<file path="config.mk">
export PLATFORM = sky130hd
export DESIGN_NAME = conv_mac_sequencer
export DESIGN_NICKNAME = d
export VERILOG_FILES = /design/src/rtl/conv_mac_sequencer_pkg.sv /design/src/rtl/fxp_mul_reg.sv /design/src/rtl/conv_mac_sequencer.sv
export SDC_FILE = /design/constraint.sdc
export NUM_CORES = 1
export LEC_CHECK = 0
export ABC_AREA = 1
export CAP_MARGIN = 20
export CELL_PAD_IN_SITES_DETAIL_PLACEMENT = 0
export CELL_PAD_IN_SITES_GLOBAL_PLACEMENT = 1
export CORE_UTILIZATION = 35
export DETAILED_ROUTE_END_ITERATION = 8
export HOLD_SLACK_MARGIN = 0.02
export PLACE_DENSITY = 0.66
export SETUP_SLACK_MARGIN = 0.1
export SYNTH_ARGS = -nofsm -noshare
export SYNTH_HDL_FRONTEND = slang
export SYNTH_HIERARCHICAL = 1
export SYNTH_SLANG_ARGS = --single-unit
</file>
<file path="constraint.sdc">
create_clock -name clk -period 11.9 [get_ports clk]
set_input_delay 2.38 -clock clk [delete_from_list [all_inputs] [get_ports clk]]
set_output_delay 2.38 -clock clk [all_outputs]
set_load 0.1 [all_outputs]
</file>
<file path="src/rtl/conv_mac_sequencer_pkg.sv">
// conv_mac_sequencer shared package: fixed-point format defaults,
// width derivation, FSM state codes and saturation limits.
package conv_mac_sequencer_pkg;

  localparam int INT_BITS  = 2;
  localparam int FRAC_BITS = 14;
  localparam int TAPS_DEF  = 9;
  localparam int GUARD_DEF = 4;

  localparam logic [1:0] S_IDLE  = 2'd0;
  localparam logic [1:0] S_ACCUM = 2'd1;
  localparam logic [1:0] S_DRAIN = 2'd2;
  localparam logic [1:0] S_DONE  = 2'd3;

  function automatic int data_w(int i, int f);
    return i + f;
  endfunction

  function automatic int acc_w(int dw, int g);
    return dw + g;
  endfunction

  function automatic longint sat_max(int w);
    return (64'sd1 <<< (w - 1)) - 64'sd1;
  endfunction

  function automatic longint sat_min(int w);
    return -(64'sd1 <<< (w - 1));
  endfunction

endpackage

</file>
<file path="src/rtl/fxp_mul_reg.sv">
// Registered signed fixed-point multiply: full product, arithmetic
// shift by the fraction width, low DW bits kept (wraps).
module fxp_mul_reg
  import conv_mac_sequencer_pkg::*;
#(
  parameter int DW   = data_w(INT_BITS, FRAC_BITS),
  parameter int FRAC = FRAC_BITS
) (
  input  logic                 clk,
  input  logic                 reset,
  input  logic                 en,
  input  logic signed [DW-1:0] a,
  input  logic signed [DW-1:0] b,
  output logic signed [DW-1:0] p,
  output logic                 pv
);

  logic signed [2*DW-1:0] full;

  assign full = a * b;

  always_ff @(posedge clk) begin
    if (reset) begin
      p  <= '0;
      pv <= 1'b0;
    end else begin
      pv <= en;
      if (en) p <= DW'(full >>> FRAC);
    end
  end

endmodule

</file>
<file path="src/rtl/conv_mac_sequencer.sv">
// Convolution-window MAC sequencer sharing one multiplier over N_TAPS.
// Define CONV_MAC_SATURATE_EN to clamp the result instead of wrapping.
module conv_mac_sequencer
  import conv_mac_sequencer_pkg::*;
#(
  parameter int INTEGER  = INT_BITS,
  parameter int FRACTION = FRAC_BITS,
  parameter int N_TAPS   = TAPS_DEF,
  parameter int GUARD    = GUARD_DEF,
  localparam int DW = data_w(INTEGER, FRACTION),
  localparam int AW = acc_w(DW, GUARD),
  localparam int CW = $clog2(N_TAPS + 1)
) (
  input  logic          clk,
  input  logic          reset,
  input  logic          s_valid,
  output logic          s_ready,
  input  logic [DW-1:0] s_pixel,
  input  logic [DW-1:0] s_weight,
  output logic          m_valid,
  input  logic          m_ready,
  output logic [DW-1:0] m_data,
  output logic          busy,
  output logic [CW-1:0] tap_count
);

  localparam logic [CW-1:0] LAST = CW'(N_TAPS - 1);

  logic [1:0]           state;
  logic                 beat;
  logic                 hs;
  logic                 pv;
  logic signed [DW-1:0] prod;
  logic signed [AW-1:0] acc;
  logic signed [AW-1:0] acc_nx;
  logic [DW-1:0]        out_nx;

  assign s_ready = (state == S_IDLE) || (state == S_ACCUM);
  assign m_valid = (state == S_DONE);
  assign busy    = (state != S_IDLE);
  assign beat    = s_valid && s_ready;
  assign hs      = m_valid && m_ready;

  fxp_mul_reg #(
    .DW   (DW),
    .FRAC (FRACTION)
  ) u_mul (
    .clk   (clk),
    .reset (reset),
    .en    (beat),
    .a     (s_pixel),
    .b     (s_weight),
    .p     (prod),
    .pv    (pv)
  );

  // Sum as it will be once the in-flight product lands
  assign acc_nx = pv ? acc + {{GUARD{prod[DW-1]}}, prod} : acc;

`ifdef CONV_MAC_SATURATE_EN
  localparam logic signed [AW-1:0] HI = AW'(sat_max(DW));
  localparam logic signed [AW-1:0] LO = AW'(sat_min(DW));

  always_comb begin
    out_nx = acc_nx[DW-1:0];
    if (acc_nx > HI)      out_nx = {1'b0, {(DW-1){1'b1}}};
    else if (acc_nx < LO) out_nx = {1'b1, {(DW-1){1'b0}}};
  end
`else
  assign out_nx = acc_nx[DW-1:0];
`endif

  always_ff @(posedge clk) begin
    if (reset) begin
      state     <= S_IDLE;
      tap_count <= '0;
      acc       <= '0;
      m_data    <= '0;
    end else begin
      acc <= hs ? '0 : acc_nx;
      unique case (state)
        S_IDLE: if (beat) begin
          tap_count <= CW'(1);
          state     <= (N_TAPS == 1) ? S_DRAIN : S_ACCUM;
        end
        S_ACCUM: if (beat) begin
          tap_count <= tap_count + CW'(1);
          if (tap_count == LAST) state <= S_DRAIN;
        end
        S_DRAIN: begin
          m_data <= out_nx;
          state  <= S_DONE;
        end
        S_DONE: if (m_ready) begin
          tap_count <= '0;
          state     <= S_IDLE;
        end
        default: state <= S_IDLE;
      endcase
    end
  end

endmodule

</file>
Yosys cells after proc, flatten, opt, wreduce, memory -nomap -nowiden:

Cells that the tools add are included.
Widths: inputs -> output; s select.

* multiply operators: 1
* bitwise logic cells: 0
* equal/unequal tests: 8
* add/sub/neg operators: 2
* shift-type cells: 0
* div/mod/pow operators: 0
* magnitude comparators: 0
* reductions and logical operators: 9
* muxes and demuxes: 10

Operators with widths (number)
* $mul 16x16->30: 1
* $add 20x20->20: 1
* $mux 16: 1
* $mux 4: 3
* $pmux 4 s3: 1
* $mux 2: 4
* $ne 2x1->1 const B: 4
* $pmux 2 s4: 1
* $reduce_and 4->1: 2
* $add 4x1->4 const B: 1
* $eq 2x2->1 const B: 2
* $eq 4x4->1 const B: 1
* $reduce_bool 3->1: 1
* $eq 2x1->1 const B: 1
* $logic_and 1x1->1: 2
* $logic_not 2->1: 1
* $reduce_bool 2->1: 1
* $reduce_or 2->1: 1
* $logic_or 1x1->1: 1

* ROM bits: 0
* bits in latches: 0
* memories: 0
* register bits after elaboration: 59
* bits in writable memories: 0
* output and inout bits: 23

Logic depth before layout (Yosys ltp):

Gate-level depths: netlist of run 1.

* depth in word-level cells: 5
* depth in mapped cells: 30

Cells and area by module:

Netlist of run 1, hierarchy kept.

By module, submodules not included
* fxp_mul_reg: seq. area each 340.3 um^2, cells each 1451, area an instance 10701.5 um^2, times used 1
* conv_mac_sequencer: seq. area each 760.7 um^2, cells each 387, area an instance 2538.7 um^2, times used 1

Least setup slack after synthesis of run 1:

No wires, ideal clock.

* path type: in2reg
* start: in s_pixel[15]
* end: reg u_mul.p[15]
* cell stages on the path: 28
* library setup time: 109 ps
* required time: 11791 ps
* path buffers: 2
* arrival: 7467 ps
* slack: 4324 ps
* path through: clkbuf_1 > clkbuf_1 > nand2_1 > inv_1 > fa_1 > inv_1 > fa_1 > inv_1 > fa_1 > inv_1 > fa_1 > inv_1 > fa_1 > fa_1 > ha_1 > nand2_1 > nor2_1 > nand2_1 > inv_1 > nand2_1 > inv_1 > nand2_1 > nand2_1 > inv_1 > nand2_1 > nand3_1 > nand2_1 > inv_1

* cells in the longest elaborated chain, start to end: 1

RTL lines
* from (decl): line conv_mac_sequencer.sv:18 `input logic [DW-1:0] s_pixel,`
* $mul 16x16->30: line fxp_mul_reg.sv:20 `assign full = a * b;`
* to (signal assigned): line fxp_mul_reg.sv:28 `if (en) p <= DW'(full >>> FRAC);`
* to (decl): line fxp_mul_reg.sv:14 `output logic signed [DW-1:0] p,`

No other way between the ends.
A chain may end at the register's enable or synchronous reset.

Worst setup path after layout of run 1:

* start: in s_weight[1]
* end: reg u_mul.p[12]

* cells in the longest elaborated chain, start to end: 1

RTL lines
* from (decl): line conv_mac_sequencer.sv:19 `input logic [DW-1:0] s_weight,`
* $mul 16x16->30: line fxp_mul_reg.sv:20

No other way between the ends.

==> metrics.txt, run 1 <==
ordered list of cells on the worst path clkdlybuf4s50_1, nand2_1, inv_1, fa_1, inv_1, fa_1, inv_1, fa_1, fa_1, fa_1, inv_1, fa_1, inv_1, ha_1, nand2_1, nor2_1, nand2_1, nor4_1, nand2_1, nand3_1, nand2_1, nor2_1, nor2_1; Initial DRC Count 440; status complete, no violations; Arr. time, crit path 8910 ps; RePlAce Congestion 0.8639; fin crit period 8719 ps; CP startpoint kind primary input; n_diodes 0; top cell type's share of synthesized area 0.3750; worst reg-to-reg path cell count 12; most frequent cells after synthesis inv_1, nand2_1, fa_1; io pins 59; Port Buffers 58; f_max 0.1147 GHz; die footprint 38610 um2; Die H 196.5 um; number of H-tree levels 2; max-slew violation count 0; global route total overflow 0; top_reg_cell synth dfxtp_1; setup tns final 0 ps; hold path startpoint m_data[3]$_SDFFE_PP0P_; total of warnings raised by yosys 6; Crit path buffers/inverters 6; row count 70; register area share after synthesis 0.08316; reg2reg end m_data[10]$_SDFFE_PP0P_; clock transition at the registers of the reported paths 70 ps; Post-Syn Area 13240 um2; RR Startpoint u_mul/p[0]$_SDFFE_PP0P_; hold slack 490.5 ps; post-route DRC violation count 0; Total GRT Usage 0.1891; max-cap violations 0; area leader, netlist fa_1; Worst Path Max Fanout 15; clk sinks 55; post-synth cell types 42; WL per Instance 14.23 um; first-pass GRT wire length 58140 um; asr flop ratio synth 0; Syn Inst Count 1838; clk buf depth 2; synthesized area per cell 7.204 um2; Via density 4.538; Hold Crit Class flip-flop to flip-flop; Via Count 10.64k; Setup violations, final 0; delay-heaviest family, CP adder cells; Final nets 2222; Slew @ Worst Pin 1017 ps; drt first pass iters 5; initial antenna violation count 0; CTS tree yes; largest net degree at the start of global routing 32; DPL Wire Length 28380 um; drt total wl 33370 um; Fin. Hold Viols 0; #FFs+latches synth 55; Crit path required time 12090 ps; post-CTS setup buffer count 0; clk_lat worst skew 300 ps; hold worst-path end m_data[3]$_SDFFE_PP0P_; Final ANT Viol Nets 0; clk root buf clkbuf_16; Layout area overhead 8.439%; critical path class primary input to flip-flop; Die X-Extent 196.5 um; count leader, synth inv_1; hold depth 2; CTS buffer count 5; RSZ-0062 raised after global routing no; Syn Nets 2219; final worst-path cycle share 0.7327; vias in the first global route 11.57k; Post-synth EDFFs 0; post-CTS sizing 0; Clock Skew 5.674 ps; starting density of the core 0.3591; Hold Buf Count CTS 0; Synth area leaders fa_1, inv_1, nand2_1, ha_1, dfxtp_1; worst reg-to-reg setup slack 9870 ps; CP endpoint kind flip-flop; Worst path max stage delay 790 ps; total core area 36870 um2; Worst path slowest cell clkdlybuf4s50_1; layout cells sized above 1 0.02281; Relative slew margins 0.3200; CP most frequent cell fa_1
[layer usage]
metal,vias up,GRT usage,wire length [um]
li1,5274,-,-
met1,5220,0.2585,16140
met2,128,0.3361,16210
met3,19,0.01335,782
met4,0,0.02170,241
met5,-,0,0
[sequential cells by signal, summed over array words and instances (netlist names)]
| register | cells |
|---|---|
| state | 2 |
| tap_count | 4 |
| acc | 16 |
| u_mul/p | 16 |
| m_data | 16 |
| u_mul/pv | 1 |
[final cells by class]
cell class              instances  area, um2
flip-flops and latches         55       1101
repair buffers                 66      640.6
clock buffers                   5      125.1
multi-input cells            1179       9839
well taps                     504      630.6
inverters                     534       2004
fillers                      3998      22520
clock inverters                 2      16.27
[layout by cell type, fill, tap and decap left out, drive strengths merged]
cell	count
a211oi	1
a21boi	5
a21o	4
a21oi	54
a31oi	3
and3	1
buf	8
clkbuf	5
clkdlybuf4s50	58
clkinv	1
clkinvlp	1
dfxtp	55
fa	248
ha	97
inv	534
mux2i	2
nand2	483
nand3	63
nand3b	2
nand4	8
nor2	126
nor3	6
nor4	4
o211ai	9
o21a	1
o21ai	40
o21bai	2
or2	5
xnor2	7
xor2	8
[worst register-to-register path, stage by stage (launching register included)]
cell,delay (ps)
dfxtp_1,330
ha_1,220
fa_1,420
nand2_1,90
nand2_1,60
nand3_1,100
nand2_1,110
nand2_1,130
nand3_1,80
nand3_1,110
nand3_1,150
nand2_1,110
inv_1,40
[kinds of logic (layout without fill, tap and decap cells)]
| logic type | Yosys count | in the layout | share of synthesized area |
|---|---|---|---|
| compound gates | 119 | 119 | 0.05112 |
| xor+xnor | 15 | 15 | 0.009923 |
| fa+ha+maj | 345 | 345 | 0.4666 |
| mux | 2 | 2 | 0.001512 |
| simple gates | 698 | 698 | 0.2137 |
| buf+inv | 604 | 607 | 0.1740 |
| flops | 55 | 55 | 0.08316 |
[how the worst max path moves through the flow]
stage / start / endpoint / slack (ps) / cells past startpoint
4_1_cts: s_weight[1] / u_mul/p[12]$_SDFFE_PP0P_ / 3150 / 23
3_3_place_gp: s_weight[1] / u_mul/p[12]$_SDFFE_PP0P_ / 2930 / 23
3_5_place_dp: s_weight[1] / u_mul/p[12]$_SDFFE_PP0P_ / 2870 / 23
5_1_grt: s_pixel[15] / u_mul/p[12]$_SDFFE_PP0P_ / 2750 / 23
6_report: s_weight[1] / u_mul/p[12]$_SDFFE_PP0P_ / 3180 / 23
2_1_floorplan: s_pixel[15] / u_mul/p[15]$_SDFFE_PP0P_ / 4320 / 28
[through the flow]
stage | instances | worst slack (ps) | instance area [um2] | utilization
global route | 2345 | 2752 | 14360 | 0.3894
CTS | 2345 | 3154 | 14360 | 0.3894
detailed placement | 2338 | 2872 | 14220 | 0.3855
global placement | 2338 | 2930 | 14220 | 0.3855
finish | 2345 | 3181 | 14360 | 0.3894
floorplan | 1838 | 4324 | 13240 | -
Power of run 1 is not shown: default switching activity piles up to over one toggle a cycle in this logic, so the estimate is an artifact.
==> run 2: changes to the inputs <==
--- a/config.mk
+++ b/config.mk
@@ -12,7 +12,7 @@
 export CORE_UTILIZATION = 35
 export DETAILED_ROUTE_END_ITERATION = 8
 export HOLD_SLACK_MARGIN = 0.02
-export PLACE_DENSITY = 0.66
+export PLACE_DENSITY = 0.69
 export SETUP_SLACK_MARGIN = 0.1
 export SYNTH_ARGS = -nofsm -noshare
 export SYNTH_HDL_FRONTEND = slang
==> constraint.sdc (replaced) <==
create_clock -name clk -period 7.7 [get_ports clk]
set_input_delay 1.54 -clock clk [delete_from_list [all_inputs] [get_ports clk]]
set_output_delay 1.54 -clock clk [all_outputs]
set_load 0.1 [all_outputs]
==> run 2 against run 1 <==
Hold slack improved by 2.2 ps; die area did not move; sequential share of layout area shrank 0.20 points; setup slack worse by 2800 ps; global-route usage fell by 0.23 points.
==> metrics.txt, run 2 (synthesis results as in run 1) <==
status complete, no violations; most frequent cells in the layout inv_1, nand2_1, fa_1, nor2_1, ha_1; reg2reg end m_data[8]$_SDFFE_PP0P_; hold worst-path end m_data[4]$_SDFFE_PP0P_; io pins 59; fin crit period 7324 ps; Clock Skew 7.929 ps; RR Startpoint u_mul/p[0]$_SDFFE_PP0P_; Via density 4.460; Arr. time, crit path 7520 ps; clk buf depth 2; hold path startpoint m_data[4]$_SDFFE_PP0P_; CP startpoint kind primary input; Worst Path Max Fanout 12; final worst-path cycle share 0.9512; max-cap violations 0; vias in the first global route 11.50k; Final ANT Viol Nets 0; f_max 0.1365 GHz; clk root buf clkbuf_16; Cell Count, Final, Fillers Out 2390; total core area 36870 um2; Setup violations, final 0; Worst path slowest cell clkdlybuf4s50_1; post-route DRC violation count 0; die footprint 38610 um2; Hold Crit Class flip-flop to flip-flop; clk_lat worst skew 300 ps; Port Buffers 58; CTS buffer count 5; CP endpoint kind flip-flop; Hold Buf Count CTS 0; design area 14740 um2; row count 70; hold depth 2; placed cell area 14560 um2; most common cell after layout, fill and taps aside inv_1; global route total overflow 0; Total GRT Usage 0.1868; clock transition at the registers of the reported paths 70 ps; n_diodes 0; Die X-Extent 196.5 um; placed cells 2382; initial antenna violation count 0; CTS tree yes; Worst path max stage delay 860 ps; multi-input logic area 9839 um2; post-CTS setup buffer count 0; Fillers 3901; DPL Wire Length 29070 um; register area 1101 um2; Relative slew margins 0.3199; drt first pass iters 5; clk sinks 55; number of H-tree levels 2; biggest regs acc (16), m_data (16), u_mul/p (16); layout cells sized above 1 0.04613; first-pass GRT wire length 57900 um; RSZ-0062 raised after global routing no; Slew @ Worst Pin 1017 ps; worst reg-to-reg path cell count 10; WL per Instance 13.76 um; Layout area overhead 11.32%; ordered list of cells on the worst path clkdlybuf4s50_1, nand2_1, fa_1, inv_1, fa_1, fa_1, inv_1, fa_1, fa_1, fa_1, inv_1, ha_1, nand2_1, inv_1, a21boi_1, a21boi_0, nand2_2, nand2_1, nand2_1, nand2_1, nand3_1, nand2_1, inv_1; critical path class primary input to flip-flop; max-slew violation count 0; setup tns final 0 ps; starting density of the core 0.3591; drt total wl 32890 um; worst reg-to-reg setup slack 5690 ps; RePlAce Congestion 0.8810; Final nets 2266; Die H 196.5 um; Initial DRC Count 569; Crit path required time 7900 ps; Fin. Hold Viols 0; Via Count 10.66k; largest net degree at the start of global routing 32
==> run 2: cell types whose count changed in the layout (fill, tap and decap cells not counted), sizes merged <==
cell	delta
bufinv	+1
inv	-1
buf	+44
clkinvlp	-1
clkinv	+2
==> run 2: final cells by class <==
| cell class | instances | area share |
|---|---|---|
| multi-input cells | 1179 | 0.6676 |
| inverters | 534 | 0.1360 |
| clock inverters | 3 | 0.003735 |
| well taps | 504 | 0.04278 |
| repair buffers | 110 | 0.06672 |
| flip-flops and latches | 55 | 0.07470 |
| clock buffers | 5 | 0.008489 |
==> run 2: worst max-delay path by stage <==
stage / endpoint / cells past startpoint / startpoint / slack [ps]
floorplan: u_mul/p[15]$_SDFFE_PP0P_ / 28 / s_pixel[15] / 960
global placement: u_mul/p[9]$_SDFFE_PP0P_ / 25 / s_pixel[13] / 20
detailed placement: u_mul/p[9]$_SDFFE_PP0P_ / 23 / s_weight[8] / 8
CTS: u_mul/p[9]$_SDFFE_PP0P_ / 23 / s_weight[8] / 310
global route: u_mul/p[9]$_SDFFE_PP0P_ / 25 / s_pixel[13] / 110
finish: u_mul/p[9]$_SDFFE_PP0P_ / 23 / s_weight[8] / 380
==> run 2: stage by stage <==
stage / util / hold slack, ps / setup slack (ps)
after global placement: 0.3948 / 473.1 / 24.11
final: 0.3997 / 492.7 / 376.0
after floorplan: - / 455.5 / 964.3
after CTS: 0.3997 / 494.4 / 307.8
after global routing: 0.3997 / 525.1 / 105.4
after detailed placement: 0.3948 / 469.5 / 7.780
==> run 2: timing repair <==
| item | 4_1_cts | 5_1_grt |
|---|---|---|
| endpoints found under the hold margin | 0 | 0 |
| gates resized for setup | 0 | 1 |
| endpoints found under the setup margin | 0 | 3 |
==> run 2: routing by layer <==
metal	vias to the layer above	track usage	routed length, um
met2	153	0.3191	15610
met4	0	0.02807	365
li1	5355	-	-
met5	-	0	0
met3	18	0.01112	924
met1	5134	0.2649	15990
==> run 2: worst max-delay path, delay by kind of cell <==
kind | cells | cell delay, ps
compound gates | 2 | 520
fa+ha+maj | 7 | 3370
buf+inv | 6 | 1140
simple gates | 8 | 940
Power of run 2 is left out for the same reason.
